## config.mk

```make
export PLATFORM = sky130hd
export DESIGN_NAME = dsp_mac_sequencer
export DESIGN_NICKNAME = d
export VERILOG_FILES = /design/src/rtl/dsp_mac_sequencer.sv
export SDC_FILE = /design/constraint.sdc
export NUM_CORES = 1
export LEC_CHECK = 0
export CORE_ASPECT_RATIO = 1.4
export CORE_UTILIZATION = 40
export CTS_CLUSTER_DIAMETER = 150
export CTS_CLUSTER_SIZE = 16
export DETAILED_ROUTE_END_ITERATION = 10
export PLACE_DENSITY = 0.9
export SLEW_MARGIN = 20
export SYNTH_ARGS = -nofsm -noshare
export SYNTH_HDL_FRONTEND = slang
export SYNTH_SLANG_ARGS = --single-unit
export TNS_END_PERCENT = 1
```

## constraint.sdc

```tcl
create_clock -name clock_i -period 2.2 [get_ports clock_i]
set_input_delay 0.44 -clock clock_i [delete_from_list [all_inputs] [get_ports clock_i]]
set_output_delay 0.44 -clock clock_i [all_outputs]
set_load 0.05 [all_outputs]
```

## src/rtl/dsp_mac_sequencer.sv

```systemverilog
// dsp_mac_sequencer
//   Streams (a,b) operand beats into one dsp_t1_20x18x64 running in
//   accumulate mode and returns one dot-product result per vector.
//   The first beat of a vector bypasses the accumulator (load_acc plus
//   FB_FIRST). Every non-accept cycle drives zero operands, so the
//   accumulator holds its value. After the last beat the block waits out
//   the DSP pipeline, then presents the result on a valid/ready port.
//
// Ports
//   clock_i, reset_i             clock, synchronous active-low reset
//   s_valid_i/s_ready_o          operand beat handshake
//   s_a_i, s_b_i, s_last_i       operand beat payload
//   cfg_unsigned_a/b_i           operand signedness (sampled on first beat)
//   cfg_subtract_i               subtract products (sampled on first beat)
//   cfg_saturate_i               only with DSP_MAC_SAT_EN
//   m_valid_o/m_ready_i          result handshake
//   m_z_o, m_count_o, m_ovf_o    result, beat count, count saturated
//   busy_o                       sequencer not idle
//   dsp_*_o / dsp_z_i            registered DSP control and result return
//
// Build option
//   DSP_MAC_SAT_EN : adds cfg_saturate_i, which is latched on the first beat
//                    and driven onto dsp_saturate_o (otherwise tied 0).
module dsp_mac_sequencer #(
  parameter int          A_W      = 20,
  parameter int          B_W      = 18,
  parameter int          Z_W      = 38,
  parameter int          CNT_W    = 16,
  parameter int          DSP_LAT  = 1,
  parameter logic [2:0]  FB_FIRST = 3'd1,
  parameter logic [2:0]  FB_ACCUM = 3'd0,
  parameter logic [2:0]  OUT_SEL  = 3'd1
) (
  input  logic             clock_i,
  input  logic             reset_i,
  input  logic             s_valid_i,
  output logic             s_ready_o,
  input  logic [A_W-1:0]   s_a_i,
  input  logic [B_W-1:0]   s_b_i,
  input  logic             s_last_i,
  input  logic             cfg_unsigned_a_i,
  input  logic             cfg_unsigned_b_i,
  input  logic             cfg_subtract_i,
`ifdef DSP_MAC_SAT_EN
  input  logic             cfg_saturate_i,
`endif
  output logic             m_valid_o,
  input  logic             m_ready_i,
  output logic [Z_W-1:0]   m_z_o,
  output logic [CNT_W-1:0] m_count_o,
  output logic             m_ovf_o,
  output logic             busy_o,
  output logic [A_W-1:0]   dsp_a_o,
  output logic [B_W-1:0]   dsp_b_o,
  output logic             dsp_load_acc_o,
  output logic [2:0]       dsp_feedback_o,
  output logic [2:0]       dsp_output_select_o,
  output logic             dsp_unsigned_a_o,
  output logic             dsp_unsigned_b_o,
  output logic             dsp_subtract_o,
  output logic             dsp_saturate_o,
  input  logic [Z_W-1:0]   dsp_z_i
);

  localparam logic [1:0] S_IDLE   = 2'd0;
  localparam logic [1:0] S_ACCUM  = 2'd1;
  localparam logic [1:0] S_DRAIN  = 2'd2;
  localparam logic [1:0] S_OUTPUT = 2'd3;

  // Capture happens DSP_LAT+2 edges after the last accept: one edge for the
  // operand register, DSP_LAT for the DSP, one of margin for the
  // accumulator to settle behind zero-operand bubbles.
  localparam logic [3:0]       DRAIN_LAST = 4'(DSP_LAT + 1);
  localparam logic [CNT_W-1:0] CNT_MAX    = {CNT_W{1'b1}};

  logic [1:0]       r_state;
  logic [3:0]       r_drain;
  logic [CNT_W-1:0] r_cnt;
  logic             r_ovf;
  logic             r_mvalid;
  logic [Z_W-1:0]   r_mz;
  logic [A_W-1:0]   r_dsp_a;
  logic [B_W-1:0]   r_dsp_b;
  logic             r_load;
  logic [2:0]       r_fb;
  logic [2:0]       r_osel;
  logic             r_ua;
  logic             r_ub;
  logic             r_sub;
  logic             r_sat;

  logic w_ready;
  logic w_accept;
  logic w_first;
  logic w_sat_cfg;

`ifdef DSP_MAC_SAT_EN
  assign w_sat_cfg = cfg_saturate_i;
`else
  assign w_sat_cfg = 1'b0;
`endif

  assign w_ready  = (r_state == S_IDLE) || (r_state == S_ACCUM);
  assign w_accept = s_valid_i && w_ready;
  assign w_first  = w_accept && (r_state == S_IDLE);

  always_ff @(posedge clock_i) begin
    if (!reset_i) begin
      r_state  <= S_IDLE;
      r_drain  <= '0;
      r_cnt    <= '0;
      r_ovf    <= 1'b0;
      r_mvalid <= 1'b0;
      r_mz     <= '0;
      r_dsp_a  <= '0;
      r_dsp_b  <= '0;
      r_load   <= 1'b0;
      r_fb     <= FB_ACCUM;
      r_osel   <= 3'd0;
      r_ua     <= 1'b0;
      r_ub     <= 1'b0;
      r_sub    <= 1'b0;
      r_sat    <= 1'b0;
    end else begin
      // Zero operands on every non-accept cycle keep the accumulator still.
      r_dsp_a <= '0;
      r_dsp_b <= '0;
      r_load  <= 1'b0;
      r_fb    <= FB_ACCUM;
      r_osel  <= OUT_SEL;

      if (w_accept) begin
        r_dsp_a <= s_a_i;
        r_dsp_b <= s_b_i;
        if (w_first) begin
          r_load <= 1'b1;
          r_fb   <= FB_FIRST;
          r_ua   <= cfg_unsigned_a_i;
          r_ub   <= cfg_unsigned_b_i;
          r_sub  <= cfg_subtract_i;
          r_sat  <= w_sat_cfg;
          r_cnt  <= {{(CNT_W-1){1'b0}}, 1'b1};
          r_ovf  <= 1'b0;
        end else if (r_cnt == CNT_MAX) begin
          r_ovf <= 1'b1;
        end else begin
          r_cnt <= r_cnt + 1'b1;
        end
      end

      case (r_state)
        S_IDLE, S_ACCUM: begin
          if (w_accept) begin
            r_state <= s_last_i ? S_DRAIN : S_ACCUM;
            r_drain <= '0;
          end
        end
        S_DRAIN: begin
          if (r_drain == DRAIN_LAST) begin
            r_mz     <= dsp_z_i;
            r_mvalid <= 1'b1;
            r_state  <= S_OUTPUT;
          end else begin
            r_drain <= r_drain + 1'b1;
          end
        end
        S_OUTPUT: begin
          if (m_ready_i) begin
            r_mvalid <= 1'b0;
            r_state  <= S_IDLE;
          end
        end
        default: r_state <= S_IDLE;
      endcase
    end
  end

  assign s_ready_o           = w_ready;
  assign busy_o              = (r_state != S_IDLE);
  assign m_valid_o           = r_mvalid;
  assign m_z_o               = r_mz;
  assign m_count_o           = r_cnt;
  assign m_ovf_o             = r_ovf;
  assign dsp_a_o             = r_dsp_a;
  assign dsp_b_o             = r_dsp_b;
  assign dsp_load_acc_o      = r_load;
  assign dsp_feedback_o      = r_fb;
  assign dsp_output_select_o = r_osel;
  assign dsp_unsigned_a_o    = r_ua;
  assign dsp_unsigned_b_o    = r_ub;
  assign dsp_subtract_o      = r_sub;
  assign dsp_saturate_o      = r_sat;

endmodule

```

== Word level (Yosys, flattened, before mapping) ==
Index checks and enable logic that the tools add are counted.
Word-level totals
  flip-flop bits (word level): 110
  input bits: 84
  output and inout port bits: 107
  word-level logic and storage cells: 61
Cells by class
  add/sub/neg operators: 2
  equal/unequal tests: 10
  muxes and demuxes: 18
  reduce and logical (&&, ||, !) cells: 17
Operators with widths (count)
  $mux 16: 2
  $add 16x1->16 const B: 1
  $eq 16x16->1 const B: 1
  $ne 2x2->1 const B: 5
  $reduce_and 2->1: 5
  $reduce_and 3->1: 3
  $mux 2: 4
  $mux 4: 2
  $pmux 4 s2: 1
  $reduce_bool 2->1: 4
  $mux 1: 7
  $pmux 2 s3: 1
  $add 4x1->4 const B: 1
  $eq 2x2->1 const B: 2
  $eq 4x2->1 const B: 1
  $eq 2x1->1 const B: 1
  $logic_and 1x1->1: 2
  $logic_not 2->1: 1
  $pmux 1 s2: 1
  $reduce_or 2->1: 1
  $logic_or 1x1->1: 1

== Longest topological paths before layout ==
Gate-level depths: netlist of run 1.
  word-level depth: 6
  mapped depth: 8
  depth with buffers taken out: 6

== Worst setup path after synthesis of run 1 ==
Ideal clock, no wire load.
  path type: reg2reg
  start point: reg r_cnt[2], in the netlist m_count_o[2]
  end point: reg r_cnt[13], in the netlist m_count_o[13]
  library setup time: 66 ps
  data arrival time: 2121 ps
  data required time: 2134 ps
  slack: 13 ps
  stages on the path, launching flop included: 6
  path buffers: 1
  clock period less this slack: 2187 ps
  cells stage by stage: dfxtp_1 > nand3_1 > or3_1 > buf_6 > or4_4 > a21oi_2
On the way
  cells in the longest elaborated chain, start to end: 3
  elaborated cells on any way between the ends: 6
  classes of those cells: add/sub (1); eq/ne (2); mux (2); reduce/logical (1)
RTL lines
  start, declared: RTL line 78  | logic [CNT_W-1:0] r_cnt;
  start signal, assigned: RTL line 142  | r_cnt <= {{(CNT_W-1){1'b0}}, 1'b1};
  start signal, assigned: RTL line 147  | r_cnt <= r_cnt + 1'b1;
  $add 16x1->16 or $eq 16x16->1 (tied branches): RTL line 147, 144
  $mux 16 or $ne 2x2->1 (tied branches)
  $mux 16 or $reduce_and 2->1 (tied branches)
Parallel ways exist; a longest one is shown, timed or not. The select of a mux whose other input is x is not followed.
A chain may end at the register's enable or synchronous reset.

== Worst setup path after layout of run 1 ==
  start point: reg r_state[1]
  end point: out s_ready_o
On the way
  cells in the longest elaborated chain, start to end: 2
  elaborated cells on any way between the ends: 3
  classes of those cells: eq/ne (1); reduce/logical (2)
RTL lines
  start, declared: RTL line 76  | logic [1:0] r_state;
  start signal, assigned: RTL line 154  | r_state <= s_last_i ? S_DRAIN : S_ACCUM;
  $eq 2x1->1 or $logic_not 2->1 (tied branches): RTL line 103  | assign w_ready = (r_state == S_IDLE) || (r_state == S_ACCUM);
  $logic_or 1x1->1 *: RTL line 103
  end, declared: RTL line 37  | output logic s_ready_o,
Mark *: on every way between the ends. The rest lies on a longest branch, timed or not.

==> flow_metrics.py, run 1 <==
metrics = {
    "status": {
        "outcome": "completed",
    },
    "logic_synthesis": {
        "avgSynthCellArea_um2": 8.90,
        "synth.area.top_cells": "dfxtp_1 56%, nand2_1 9.4%, a21oi_1 7.4%",
        "ys_seq_elements": 105,
        "ys_types": 42,
        "syn-cell-area_um2": 3740,
        "syn_inst": 421,
        "synth_area_leader_cell": "dfxtp_1",
        "muxShareOfSynthArea_pct": 0.568,
        "ys_warn_count": 0,
        "synth_top_family_by_area": "simple AND/OR/NAND/NOR gates",
        "ys_seq_area_share_pct": 56.1,
        "synthSimpleGateAreaFrac_pct": 22.9,
        "synthAdderAreaFrac_pct": 1.00,
        "synth_edf_count": 0,
        "synthDominantCellAreaShare_pct": 56.1,
        "synth_ff_type": "dfxtp_1",
        "synth-async-reset-ratio_pct": 0,
        "synth_xor_area_share_pct": 0.468,
        "synth_compound_area_share_pct": 14.0,
    },
    "placed_design": {
        "gp_congestion": 0.821,
        "dp_hpwl_mm": 7.43,
        "place_ws_ps": -63.3,
        "dp_cells": 704,
        "placedInstanceArea_um2": 5760,
        "port_buffers": 185,
    },
    "final_layout": {
        "nets": 695,
        "drive_gt1_share_pct": 7.18,
        "regArea_um2": 2100,
        "num-fill-cells": 690,
        "multi_input_area_um2": 1480,
        "n_antenna_cell": 0,
        "final_cells": 720,
        "area_growth_pct": 61.4,
        "finish.instance_area_um2": 6040,
    },
    "die": {
        "die_w_um": 83.8,
        "pin_count": 191,
        "dieArea_um2": 9760,
        "core_um2": 9030,
        "row_count": 41,
        "initial_core_util_pct": 41.5,
        "die_h_um": 116,
    },
    "detailed_routing": {
        "routedWlPerCell_um": 14.2,
        "firstDrtPassIters": 4,
        "via_count": 3632,
        "drt_iter0_drc": 134,
        "vias_per_cell": 5.04,
        "drc": 0,
        "postRouteAntennaNets": 0,
        "postRouteWirelength_mm": 10.2,
    },
    "flow_run": {
        "cap_viol_max_count": 0,
    },
    "setup_path": {
        "cpPeakStageDelay_ps": 850,
        "worst_setup_path_start_kind": "flip-flop",
        "cp.required_ps": 1760,
        "crit_family": "buffers and inverters",
        "endpoint_kind": "primary output",
        "timing.critical_path.arrival_ps": 1680,
        "crit_slowest_cell": "clkdlybuf4s50_1",
        "crit_type": "reg -> out",
        "crit_chain": "inv_1, clkdlybuf4s50_1",
        "crit_buf_inv": 2,
        "cp_max_fo": 8,
    },
    "clock_network": {
        "cts_buffer_depth": 2,
        "cts_buffers": 9,
        "cts.sink_count": 105,
        "ctsHoldBuffers": 0,
        "clkTransAtPathRegs_ps": 70,
        "clock_insertion_delay_worst_skew_ps": 340,
        "cts_tree": "yes",
        "clock-root-buffer": "clkbuf_16",
        "post-cts-setup-buffers": 0,
        "cts-resized-gates": 0,
        "htree_levels": 3,
    },
    "sta": {
        "fin_ws_ps": 80.2,
        "worst_pin_slew_ps": 618,
        "max_freq_mhz": 472,
        "max_slew_margin_pct": 58.6,
        "slew_viol_final": 0,
        "finalSetupViolations": 0,
        "finalCritPeriodShare_pct": 96.4,
        "rsz0062_at_grt": "false",
        "finalCriticalPeriod_ps": 2120,
        "hold_violations": 0,
        "timing.hold.ws_ps": 454,
        "finalClockSkew_ps": 6.00,
    },
    "hold_path": {
        "holdCritPathClass": "reg -> reg",
    },
    "global_route": {
        "grt_overflow_total": 0,
        "antenna_found_initial": 0,
        "grt_pass1_vias": 3425,
        "grt_pass1_wl_mm": 15.9,
        "grtUsageTotal_pct": 20.4,
        "grt_max_degree": 47,
    },
    "pwr": {
        "pwr_density_cell_nw_per_um2": 660,
        "leakagePower_nw": 2.27,
        "ir_drop_v": 0.000523,
    },
}
-- power breakdown --
group	internal (mW)	switching, mW
clock	0.775	0.707
combinational	0.252	0.287
sequential	1.94	0.0236
total	2.97	1.02
-- sequential cells by signal, summed over array words and instances (netlist names), 2 cells and up --
register	cells
dsp_a_o	20
m_count_o	16
r_state	2
m_z_o	38
r_drain	4
dsp_b_o	18
-- routing by layer --
metal  wire length, µm  GRT usage (%)  up-vias
met2              5230           37.2      157
met4               162           8.36        0
li1                  -              -     1799
met1              3960           21.7     1661
met5                 0              0        -
met3               865           7.00       15
-- final timing paths --
kind / end / start / cells past startpoint / slack, ps
setup / recovery: s_ready_o / r_state[1] / 2 / 80
hold / removal: m_z_o[7] / m_z_o[7] / 2 / 450
hold reg to reg: m_z_o[7] / m_z_o[7] / 2 / 450
setup reg to reg: m_count_o[13] / m_count_o[2] / 5 / 310
-- per-stage QoR --
stage                     util (%)  power, mW  setup TNS, ps
after CTS                     66.9       4.02              0
after detailed placement      63.8       2.55           -182
after floorplan                  -       2.28              0
final                         66.9       3.99              0
after global placement        63.8       2.54          -1.95
after global routing          66.9       4.14              0
-- cells by family (layout without fill, tap and decap cells) --
kind of cell | count (synthesis) | after routing
AND/OR/NAND/NOR | 178 | 178
AO/OA/AOI/OAI | 90 | 90
flip-flops | 105 | 105
other | 1 | 5
adder cells (fa/ha/maj) | 3 | 3
multiplexers | 2 | 2
XOR/XNOR | 2 | 2
buffers and inverters | 40 | 228
-- worst min-delay path, cell delays in order (launching register included) --
cell and delay, ps:
dfxtp_1 310, nand2_1 50, a21oi_1 50
-- layout make-up --
| type | count | share of cell area, % |
|---|---|---|
| Sequential cell | 105 | 34.8 |
| Timing Repair Buffer | 205 | 33.5 |
| Multi-Input combinational cell | 280 | 24.4 |
| Clock buffer | 9 | 3.73 |
| Tap cell | 107 | 2.22 |
| Clock inverter | 7 | 0.911 |
| Inverter | 7 | 0.435 |
-- placed cells by master (no fill, tap or decap), types with 2 or more instances in the layout --
cell	count
nand2_1	94
o31ai_1	4
clkinv_4	3
ha_1	3
a311oi_1	2
inv_1	7
nand4_1	3
and3_1	39
nor3b_1	3
or4_1	3
or3_1	4
clkbuf_16	9
clkinvlp_4	2
dfxtp_1	105
clkdlybuf4s50_1	184
or4_4	2
o21ai_0	13
a21oi_2	2
a31oi_1	4
a2111o_1	3
xnor2_1	2
nand3_1	4
a21oi_1	55
nor2_1	14
buf_4	19
nor3_1	4
buf_12	2
conb_1	5
-- Yosys cell counts (all sizes together), types with 3 or more instances --
cell    count
nand2      94
dfxtp     105
a21oi      57
nor2       14
o31ai       4
nor3b       3
buf        10
nor3        4
and3       39
a31oi       4
ha          3
o21ai      13
inv         7
clkbuf     23
or3         4
or4         5
a2111o      3
nand4       3
nand3       4
Note: power is estimated with default switching activity, not from simulation.
==> inputs of run 2 (changes only) <==
--- a/config.mk
+++ b/config.mk
@@ -10,7 +10,7 @@
 export CTS_CLUSTER_DIAMETER = 150
 export CTS_CLUSTER_SIZE = 16
 export DETAILED_ROUTE_END_ITERATION = 10
-export PLACE_DENSITY = 0.9
+export PLACE_DENSITY = 0.8
 export SLEW_MARGIN = 20
 export SYNTH_ARGS = -nofsm -noshare
 export SYNTH_HDL_FRONTEND = slang
==> flow_metrics.py, run 2 (same netlist as run 1, synthesis figures left out) <==
metrics = {
    "status": {
        "outcome": "completed",
    },
    "placed_design": {
        "port_buffers": 185,
        "gp_congestion": 0.764,
        "place_ws_ps": -97.0,
        "dp_cells": 702,
        "dp_hpwl_mm": 7.39,
    },
    "detailed_routing": {
        "postRouteWirelength_mm": 10.0,
        "dr_wl_met2_mm": 4.78,
        "routedWlPerCell_um": 14.0,
        "top_layer_used": "met4",
        "drc": 0,
        "via_count": 3632,
        "drt_iter0_drc": 211,
        "postRouteAntennaNets": 0,
        "met1_length_mm": 3.93,
        "vias_per_cell": 5.06,
        "dr_wl_met3_mm": 1.03,
        "firstDrtPassIters": 4,
    },
    "sta": {
        "max_freq_mhz": 476,
        "finalSetupViolations": 0,
        "rsz0062_at_grt": "false",
        "finalCriticalPeriod_ps": 2100,
        "max_slew_margin_pct": 58.4,
        "finalCritPeriodShare_pct": 95.5,
        "hold_violations": 0,
        "fin_ws_ps": 99.3,
        "finalClockSkew_ps": 7.26,
        "worst_pin_slew_ps": 621,
        "final.setup.tns_ps": 0,
        "slew_viol_final": 0,
    },
    "clock_network": {
        "cts_tree": "yes",
        "cts_buffers": 9,
        "post-cts-setup-buffers": 0,
        "ctsHoldBuffers": 0,
        "clock-root-buffer": "clkbuf_16",
        "clkTransAtPathRegs_ps": 70,
        "clock_insertion_delay_worst_skew_ps": 340,
        "cts-resized-gates": 0,
        "htree_levels": 3,
        "cts.sink_count": 105,
        "cts_buffer_depth": 2,
    },
    "final_layout": {
        "n_antenna_cell": 0,
        "area_growth_pct": 60.8,
        "num-fill-cells": 700,
        "drive_gt1_share_pct": 6.87,
        "fin_util_pct": 66.7,
        "final_common_cell": "clkdlybuf4s50_1",
        "final_cells": 718,
        "final_cell_mix": "184 x clkdlybuf4s50_1, 105 x dfxtp_1, 94 x nand2_1",
        "largest_reg_flops": 38,
        "nets": 693,
    },
    "setup_path": {
        "ff2ff_setup_slack_ps": 320,
        "worst-r2r-cell-count": 5,
        "cpPeakStageDelay_ps": 840,
        "timing.critical_path.arrival_ps": 1660,
        "crit_type": "reg -> out",
        "crit_family": "buffers and inverters",
        "r2r_end": "m_count_o[12]",
        "rr_startpoint": "m_count_o[0]",
        "crit_buf_inv": 2,
        "cp_max_fo": 7,
        "cp.required_ps": 1760,
        "endpoint_kind": "primary output",
        "worst_setup_path_start_kind": "flip-flop",
        "crit_slowest_cell": "clkdlybuf4s50_1",
        "crit_chain": "inv_1, clkdlybuf4s50_1",
    },
    "die": {
        "die_w_um": 83.8,
        "pin_count": 191,
        "dieArea_um2": 9760,
        "initial_core_util_pct": 41.5,
        "row_count": 41,
        "core_um2": 9030,
        "die_h_um": 116,
    },
    "global_route": {
        "grt_pass1_vias": 3469,
        "antenna_found_initial": 0,
        "grt_overflow_total": 0,
        "grt_pass1_wl_mm": 15.9,
        "grt_max_degree": 42,
        "grtUsageTotal_pct": 20.5,
    },
    "hold_path": {
        "holdPathStages": 2,
        "hold_end": "m_z_o[6]",
        "holdCritPathClass": "reg -> reg",
        "hold_path.startpoint": "m_z_o[6]",
    },
    "pwr": {
        "leakagePower_nw": 2.25,
        "pwr_density_cell_nw_per_um2": 668,
        "ir_drop_v": 0.000540,
    },
    "flow_run": {
        "cap_viol_max_count": 0,
    },
}
## run 2: final cells by class
class | count | area [µm²] | share of cell area [%]
Clock buffer | 9 | 225 | 3.74
Clock inverter | 7 | 62.6 | 1.04
Inverter | 7 | 26.3 | 0.436
Multi-Input combinational cell | 280 | 1480 | 24.5
Sequential cell | 105 | 2100 | 34.9
Tap cell | 107 | 134 | 2.22
Timing Repair Buffer | 203 | 2000 | 33.2
## run 2: worst max path at each step
stage                 startpoint  cells after the start  slack (ps)            end
floorplan           m_count_o[2]                      5          10  m_count_o[13]
global placement       s_valid_i                      5         -30  m_count_o[15]
detailed placement     s_valid_i                      6        -100  m_count_o[12]
CTS                 m_count_o[0]                      1          90   m_count_o[0]
global route          r_state[1]                      2          30      s_ready_o
finish                r_state[1]                      2         100      s_ready_o
## run 2: where the power goes
group,total (mW),switching (mW),internal [mW]
clock,1.53,0.741,0.789
sequential,1.96,0.0233,1.94
combinational,0.531,0.285,0.246
## run 2: metrics by stage
stage	instance area, µm²	hold WS [ps]	power (mW)
floorplan	3760	468	2.28
global placement	5740	441	2.53
detailed placement	5740	449	2.54
CTS	6020	459	4.07
global route	6020	479	4.19
finish	6020	457	4.03
## run 2: routing by layer
metal	vias to the layer above	global-route usage, %
met5	-	0
met1	1650	22.0
met3	22	8.41
met2	160	35.1
li1	1800	-
met4	0	10.6
## run 2: worst min-delay path, stage by stage (launching register included)
cell     delay [ps]
dfxtp_1         310
nand2_1          50
a21oi_1          50
==> inputs of run 3 (changes only) <==
--- a/config.mk
+++ b/config.mk
@@ -5,6 +5,7 @@
 export SDC_FILE = /design/constraint.sdc
 export NUM_CORES = 1
 export LEC_CHECK = 0
+export CAP_MARGIN = 15
 export CORE_ASPECT_RATIO = 1.4
 export CORE_UTILIZATION = 40
 export CTS_CLUSTER_DIAMETER = 150
==> results of run 3 <==
Same layout as run 2: the final DEF is identical, and so are final timing and power.
